$ cat src/rtl/product_accumulator.sv
// Saturating accumulator that sums a programmed block of signed Booth-multiplier
// products and hands the block result downstream over a valid/ready handshake.
module product_accumulator #(
    parameter int N     = 32,
    parameter int ACC_W = 72,
    parameter int LEN_W = 8
) (
    input  logic                    clk,
    input  logic                    rst,
    input  logic                    start,
    input  logic [LEN_W-1:0]        block_len,
    input  logic                    in_valid,
    output logic                    in_ready,
    input  logic signed [2*N-1:0]   in_prod,
    output logic                    out_valid,
    input  logic                    out_ready,
    output logic signed [ACC_W-1:0] out_acc,
    output logic                    out_sat,
    output logic [LEN_W-1:0]        out_count,
    output logic                    busy
);

    typedef enum logic [1:0] {IDLE, ACCUM, DONE} state_t;

    state_t                  state_q, state_d;
    logic signed [ACC_W-1:0] acc_q, acc_d;
    logic [LEN_W-1:0]        count_q, count_d;
    logic [LEN_W-1:0]        len_q, len_d;
    logic                    sat_q, sat_d;
    logic                    in_ready_q, out_valid_q, busy_q;
    logic [ACC_W:0]          add_res;
    logic [LEN_W-1:0]        count_inc;

    // Returns {clamped_flag, result}; one guard bit is enough because ACC_W >= 2N.
    function automatic logic [ACC_W:0] sat_add(
        input logic signed [ACC_W-1:0] a,
        input logic signed [2*N-1:0]   p
    );
        logic [ACC_W:0] s;
        logic [ACC_W:0] r;
        s = {a[ACC_W-1], a} + {{(ACC_W+1-2*N){p[2*N-1]}}, p};
        if (s[ACC_W] != s[ACC_W-1]) begin
            r = s[ACC_W] ? {1'b1, 1'b1, {(ACC_W-1){1'b0}}}
                         : {1'b1, 1'b0, {(ACC_W-1){1'b1}}};
        end else begin
            r = {1'b0, s[ACC_W-1:0]};
        end
        return r;
    endfunction

    always_comb begin
        state_d   = state_q;
        acc_d     = acc_q;
        count_d   = count_q;
        len_d     = len_q;
        sat_d     = sat_q;
        add_res   = sat_add(acc_q, in_prod);
        count_inc = count_q + LEN_W'(1);
        case (state_q)
            IDLE: begin
                if (start) begin
                    len_d   = block_len;
                    acc_d   = '0;
                    count_d = '0;
                    sat_d   = 1'b0;
                    state_d = (block_len != '0) ? ACCUM : DONE;
                end
            end
            ACCUM: begin
                if (in_valid && in_ready_q) begin
                    acc_d   = $signed(add_res[ACC_W-1:0]);
                    sat_d   = sat_q | add_res[ACC_W];
                    count_d = count_inc;
                    if (count_inc == len_q) begin
                        state_d = DONE;
                    end
                end
            end
            DONE: begin
                if (out_ready) begin
                    state_d = IDLE;
                end
            end
            default: state_d = IDLE;
        endcase
    end

    // Handshake flags are registered from the next state so they never depend on inputs combinationally.
    always_ff @(posedge clk) begin
        if (rst) begin
            state_q     <= IDLE;
            acc_q       <= '0;
            count_q     <= '0;
            len_q       <= '0;
            sat_q       <= 1'b0;
            in_ready_q  <= 1'b0;
            out_valid_q <= 1'b0;
            busy_q      <= 1'b0;
        end else begin
            state_q     <= state_d;
            acc_q       <= acc_d;
            count_q     <= count_d;
            len_q       <= len_d;
            sat_q       <= sat_d;
            in_ready_q  <= (state_d == ACCUM);
            out_valid_q <= (state_d == DONE);
            busy_q      <= (state_d != IDLE);
        end
    end

    assign in_ready  = in_ready_q;
    assign out_valid = out_valid_q;
    assign busy      = busy_q;
    assign out_acc   = acc_q;
    assign out_sat   = sat_q;
    assign out_count = count_q;

endmodule

$ cat config.mk
export PLATFORM = sky130hd
export DESIGN_NAME = product_accumulator
export DESIGN_NICKNAME = d
export VERILOG_FILES = /design/src/rtl/product_accumulator.sv
export SDC_FILE = /design/constraint.sdc
export NUM_CORES = 1
export LEC_CHECK = 0
export ABC_CLOCK_PERIOD_IN_PS = 5300
export CORE_MARGIN = 3
export CORE_UTILIZATION = 53
export CTS_CLUSTER_SIZE = 8
export DETAILED_ROUTE_END_ITERATION = 10
export GPL_ROUTABILITY_DRIVEN = 0
export HOLD_SLACK_MARGIN = 0.08
export PLACE_DENSITY = 0.83
export SYNTH_ARGS = -nofsm -noshare
export SYNTH_HDL_FRONTEND = slang
export SYNTH_SLANG_ARGS = --single-unit
export TNS_END_PERCENT = 100
$ cat constraint.sdc
create_clock -name clk -period 5.3 [get_ports clk]
set_input_delay 1.06 -clock clk [delete_from_list [all_inputs] [get_ports clk]]
set_output_delay 1.06 -clock clk [all_outputs]
set_load 0.1 [all_outputs]
[After elaboration in Yosys (flattened, before gate mapping)]
Index checks and enable logic that the tools add are counted.
Word-level totals
  register bits after elaboration: 94
  logic and storage cells: 43
Operators by class
  add/sub/neg operators: 2
  eq/ne operators: 8
  mux-type cells: 17
  reduce and logical (&&, ||, !) cells: 7
  bitwise operators: 1
Operators by type and width (number)
  $mux W72: 3
  $pmux W72 S2: 1
  $add A72 B64 Y73: 1
  $mux W73: 1
  $mux W8: 2
  $pmux W8 S2: 1
  $mux W2: 5
  $add A8 B1 Y8 const B: 1
  $eq A8 B8 Y1: 1
  $reduce_bool A8 Y1: 1
  $pmux W2 S3: 1
  $eq A2 B1 Y1 const B: 2
  $eq A2 B2 Y1 const B: 2
  $ne A2 B2 Y1 const B: 2
  $reduce_bool A2 Y1: 2
  $reduce_and A3 Y1: 1
  $logic_not A2 Y1: 1
  $mux W1: 2
  $pmux W1 S2: 1
  $reduce_and A2 Y1: 1
  $logic_and A1 B1 Y1: 1
  $ne A1 B1 Y1: 1
  $or A1 B1 Y1: 1

[Longest topological paths before layout]
Gate-level depths: netlist of run 1.
  depth after elaboration: 6
  depth in mapped cells: 15
  depth with buffers taken out: 13

[Worst setup path before layout of run 1]
No wires, ideal clock.
  kind: input port to flip-flop
  start: in in_prod[0]
  end: reg acc_q[70] (netlist: out_acc[70])
  path buffers: 0
  setup time: 131 ps
  data arrival time: 3923 ps
  setup slack: 1245 ps
  required time: 5169 ps
  cell stages on the path: 13
  path through: ha_1 -> fa_1 -> a211oi_1 -> o21ai_1 -> o221ai_1 -> a21oi_1 -> a211oi_1 -> o31ai_1 -> o21ai_2 -> nor3_1 -> or4_1 -> a211oi_1 -> nor3_1
Between the ends
  longest elaborated chain between the ends: 5
  elaborated cells between the ends (all ways): 6
  those cells by class: add/sub: 1; eq/ne: 1; mux: 4
RTL lines
  from (decl): line 14  | input logic signed [2*N-1:0] in_prod,
  $add A72 B64 Y73 *: line 41  | s = {a[ACC_W-1], a} + {{(ACC_W+1-2*N){p[2*N-1]}}, p};
  $mux W72 or $ne A1 B1 Y1 (tied branches): line 43, 42
  $mux W73 *: line 42  | if (s[ACC_W] != s[ACC_W-1]) begin
  $mux W72 *: line 70  | if (in_valid && in_ready_q) begin
  $pmux W72 S2 *: line 59  | case (state_q)
  to (signal assigned): line 92  | acc_q <= '0;
  to (signal assigned): line 101  | acc_q <= acc_d;
  to (decl): line 26  | logic signed [ACC_W-1:0] acc_q, acc_d;
Mark *: on every way between the ends. The rest lies on a longest branch, timed or not. The select of a mux whose other input is x is not followed.
A chain may end at the register's enable or synchronous reset.

[Worst setup path after layout of run 1]
Same ends and word-level chain as after synthesis.

==> results of run 1 <==
per-stage QoR:
step | hold slack (ps) | instance area (um^2) | utilization | std cells
floorplan | 448 | 7980 | - | 1099
global placement | 454 | 9670 | 0.661 | 1398
detailed placement | 458 | 9670 | 0.661 | 1398
CTS | 468 | 9970 | 0.681 | 1413
global route | 490 | 9970 | 0.681 | 1413
finish | 465 | 9970 | 0.681 | 1413
worst register-to-register path, cell delays in order (launching register included):
cell       delay (ps)
dfxtp_1           330
ha_1              380
a21oi_1           280
o21ai_1           110
a2111oi_0         510
a21o_1            230
o31ai_4           110
a311oi_4          330
o21ai_2           160
o21ai_4           230
mux2i_2           270
buf_4             350
o21ai_0           180
a21oi_1           180
layer usage:
layer	wire length [um]	track usage	share of wire
met1	10700	0.377	0.44
met2	11000	0.465	0.45
met3	1930	0.0585	0.079
met4	756	0.109	0.031
met5	0	0	0
worst max path at each step:
stage | to | cells past startpoint | start
global placement | out_acc[70]$_SDFFE_PP0P_ | 14 | in_prod[0]
finish | out_acc[70]$_SDFFE_PP0P_ | 14 | in_prod[0]
global route | out_acc[70]$_SDFFE_PP0P_ | 14 | in_prod[0]
detailed placement | out_acc[70]$_SDFFE_PP0P_ | 14 | in_prod[0]
CTS | out_acc[70]$_SDFFE_PP0P_ | 14 | in_prod[0]
floorplan | out_acc[70]$_SDFFE_PP0P_ | 13 | in_prod[0]
cell type report:
cell class                      count  area, um^2  area share
Sequential cell                    94        1880       0.189
Multi-Input combinational cell    933        5800       0.582
Clock buffer                        9         225      0.0226
Inverter                           13        48.8     0.00490
Tap cell                          184         230      0.0231
Timing Repair Buffer              174        1710       0.172
Clock inverter                      6        68.8     0.00690
placed cells by master (no fill, tap or decap), types with 3 or more instances in the layout:
| cell | synthesis | final |
|---|---|---|
| o21bai_1 | 8 | 8 |
| xor2_1 | 41 | 41 |
| nor2_1 | 97 | 95 |
| or2_2 | 7 | 7 |
| or3_1 | 3 | 3 |
| o21a_1 | 15 | 15 |
| nand3_1 | 19 | 19 |
| ha_1 | 73 | 73 |
| inv_6 | 0 | 3 |
| o221ai_1 | 3 | 3 |
| o31ai_1 | 6 | 6 |
| nand2_1 | 167 | 167 |
| nand2b_1 | 4 | 4 |
| nor4_1 | 7 | 7 |
| and3_1 | 12 | 12 |
| a21o_1 | 28 | 28 |
| a22oi_1 | 3 | 3 |
| a211oi_1 | 15 | 15 |
| nand4_1 | 18 | 18 |
| a21oi_1 | 136 | 136 |
| o21ai_0 | 79 | 79 |
| nand3b_1 | 3 | 3 |
| buf_4 | 1 | 13 |
| xnor2_1 | 36 | 36 |
| o41ai_1 | 5 | 5 |
| dfxtp_1 | 94 | 94 |
| clkbuf_16 | 0 | 9 |
| o21ai_1 | 52 | 52 |
| a21oi_2 | 3 | 3 |
| nor2b_1 | 10 | 10 |
| o211ai_1 | 10 | 10 |
| inv_1 | 13 | 13 |
| clkdlybuf4s50_1 | 0 | 159 |
| nor3_1 | 19 | 19 |
| a31oi_1 | 5 | 5 |
registers in the layout, summed over array words and instances (netlist names):
signal     cells
len_q          8
out_sat        1
out_count      8
in_ready       1
state_q        2
busy           1
out_valid      1
out_acc       72
cell families after synthesis:
logic type / Yosys count
XOR/XNOR: 78
AO/OA/AOI/OAI: 399
multiplexers: 1
AND/OR/NAND/NOR: 381
buffers and inverters: 72
flip-flops: 94
adder cells (fa/ha/maj): 74
power groups by stage:
stage	clock, mW	combinational (mW)	sequential, mW
floorplan	0	0.250	0.834
global placement	0	0.480	0.752
detailed placement	0	0.484	0.753
CTS	0.687	0.488	0.736
global route	0.713	0.533	0.738
finish	0.683	0.494	0.737
==> results.sh, run 1 <==
export IMPL_coreArea_um2=14600
export IMPL_cts_num_sinks=94
export IMPL_synth_compound_area_share=0.304
export IMPL_worstSetupEndpointType="flop"
export IMPL_path_cells="clkdlybuf4s50_1 > ha_1 > fa_1 > a211oi_1 > o21ai_1 > o221ai_1 > a21oi_1 > a211oi_1 > o31ai_1 > o21ai_2 > nor3_1 > or4_1 > a211oi_1 > nor3_1"
export IMPL_critPathBufInv=1
export IMPL_drt_pass1_iterations=6
export IMPL_drc=0
export IMPL_leakage_nw=4.07
export IMPL_synthSimpleGateAreaFrac=0.215
export IMPL_drtIter0Drc=813
export IMPL_slew_limit_headroom=0.325
export IMPL_critPathTopFamily="compound AO/OA/AOI/OAI gates"
export IMPL_grt_overflow=0
export IMPL_p_total_mw=1.91
export IMPL_post_route_min_period_ps=4550
export IMPL_drt_antenna_violating_nets=0
export IMPL_holdPathStages=2
export IMPL_grt_first_pass_wirelength_mm=39.3
export IMPL_clk_insertion_delay_late_ps=360
export IMPL_cap_viol_max_count=0
export IMPL_synth_area_um2=7980
export IMPL_synthAdderAreaFrac=0.117
export IMPL_clock_path_buffers=2
export IMPL_fmax_mhz=220
export IMPL_p_int_mw=1.27
export IMPL_synthArstFlopShare=0
export IMPL_rsz0062_at_grt="no"
export IMPL_hpwl_mm=18.3
export IMPL_rows=44
export IMPL_dieArea_um2=16600
export IMPL_cts_max_level=3
export IMPL_synth_top_area_cell="dfxtp_1"
export IMPL_nets=1376
export IMPL_netlist_top_cells_count="nand2_1 (167), a21oi_1 (136), nor2_1 (97)"
export IMPL_path_common_cell="a211oi_1"
export IMPL_die_x_um=129
export IMPL_setup_violations_final=0
export IMPL_r2r_start="out_acc[26]$_SDFFE_PP0P_"
export IMPL_seqPwrFrac=0.385
export IMPL_path_clk_slew_ps=70
export IMPL_worst_ep_required_time_ps=5510
export IMPL_synth_edf_count=0
export IMPL_synth_top_cell_area_share=0.236
export IMPL_clock_power_share=0.357
export IMPL_power_density_nw_per_um2=192
export IMPL_synth_cells=1099
export IMPL_wirelength_mm=24.4
export IMPL_p_sw_uw=643
export IMPL_finalWorstSetupSlack_ps=747
export IMPL_cts_root_buf="clkbuf_16"
export IMPL_grt_pass1_vias=8157
export IMPL_tightest_slew_ps=1010
export IMPL_ys_types=76
export IMPL_ir_drop_mv=0.188
export IMPL_dp_slack_ps=393
export IMPL_hold_viol=0
export IMPL_criticalPathCategory="primary input to flop"
export IMPL_synth_xor_area_share=0.0866
export IMPL_synth_mux_area_fraction=0.00172
export IMPL_pin_count=161
export IMPL_start_util=0.545
export IMPL_r2r_end="out_acc[47]$_SDFFE_PP0P_"
export IMPL_dr_total_vias=8722
export IMPL_synth_most_common_cell="nand2_1"
export IMPL_post_route_period_util=0.859
export IMPL_fin_tns_setup_ps=0
export IMPL_finClkSkew_ps=12.0
export IMPL_cpMaxStageDelayCell="or4_1"
export IMPL_drv_slew=0
export IMPL_r2r_slack_ps=1550
export IMPL_ys_warnings_count=0
export IMPL_cts_hold_buffers=0
export IMPL_p_sw_frac=0.336
export IMPL_synth_top_cells_by_area="dfxtp_1 (24%), ha_1 (11%), a21oi_1 (8.5%)"
export IMPL_drive_gt1_frac=0.0464
export IMPL_cts_resized=0
export IMPL_cts_tree="built"
export IMPL_grtUsageTotal=0.287
export IMPL_synth_main_ff_cell="dfxtp_1"
export IMPL_status="completed"
export IMPL_cts_setup_buffers=0
export IMPL_fill_cells=1272
export IMPL_hold_class="flop to flop"
export IMPL_avgSynthCellArea_um2=7.26
export IMPL_path_max_fanout=3
export IMPL_io_buffer_count=160
export IMPL_syn_num_nets=1250
export IMPL_ys_ff_latch=94
export IMPL_cp_start_kind="primary input"
export IMPL_max_stage_delay_ps=480
export IMPL_worstHoldStart="out_acc[22]$_SDFFE_PP0P_"
export IMPL_min_to="out_acc[22]$_SDFFE_PP0P_"
export IMPL_drt_wirelength_per_cell_um=17.3
export IMPL_yosysSeqAreaShare=0.236
export IMPL_arrival_ps=4760
export IMPL_vias_per_cell=6.17
export IMPL_comb_power_share=0.258
export IMPL_synth_top_family_by_area="compound AO/OA/AOI/OAI gates"
export IMPL_grt_max_degree=48
export IMPL_syn_to_final_growth_pct=24.9
export IMPL_antenna_found_initial=0
export IMPL_die_height_um=129
export IMPL_cts_inserted_buffers=9
export IMPL_num_antenna_cells=0
export IMPL_r2r_cells=13
Power figures use the tool's default switching activity.
==> inputs of run 2 (changes only) <==
--- a/config.mk
+++ b/config.mk
@@ -13,6 +13,7 @@
 export GPL_ROUTABILITY_DRIVEN = 0
 export HOLD_SLACK_MARGIN = 0.08
 export PLACE_DENSITY = 0.83
+export SLEW_MARGIN = 0
 export SYNTH_ARGS = -nofsm -noshare
 export SYNTH_HDL_FRONTEND = slang
 export SYNTH_SLANG_ARGS = --single-unit
==> results of run 2 <==
Same layout as run 1: the final DEF is identical, and so are final timing and power.
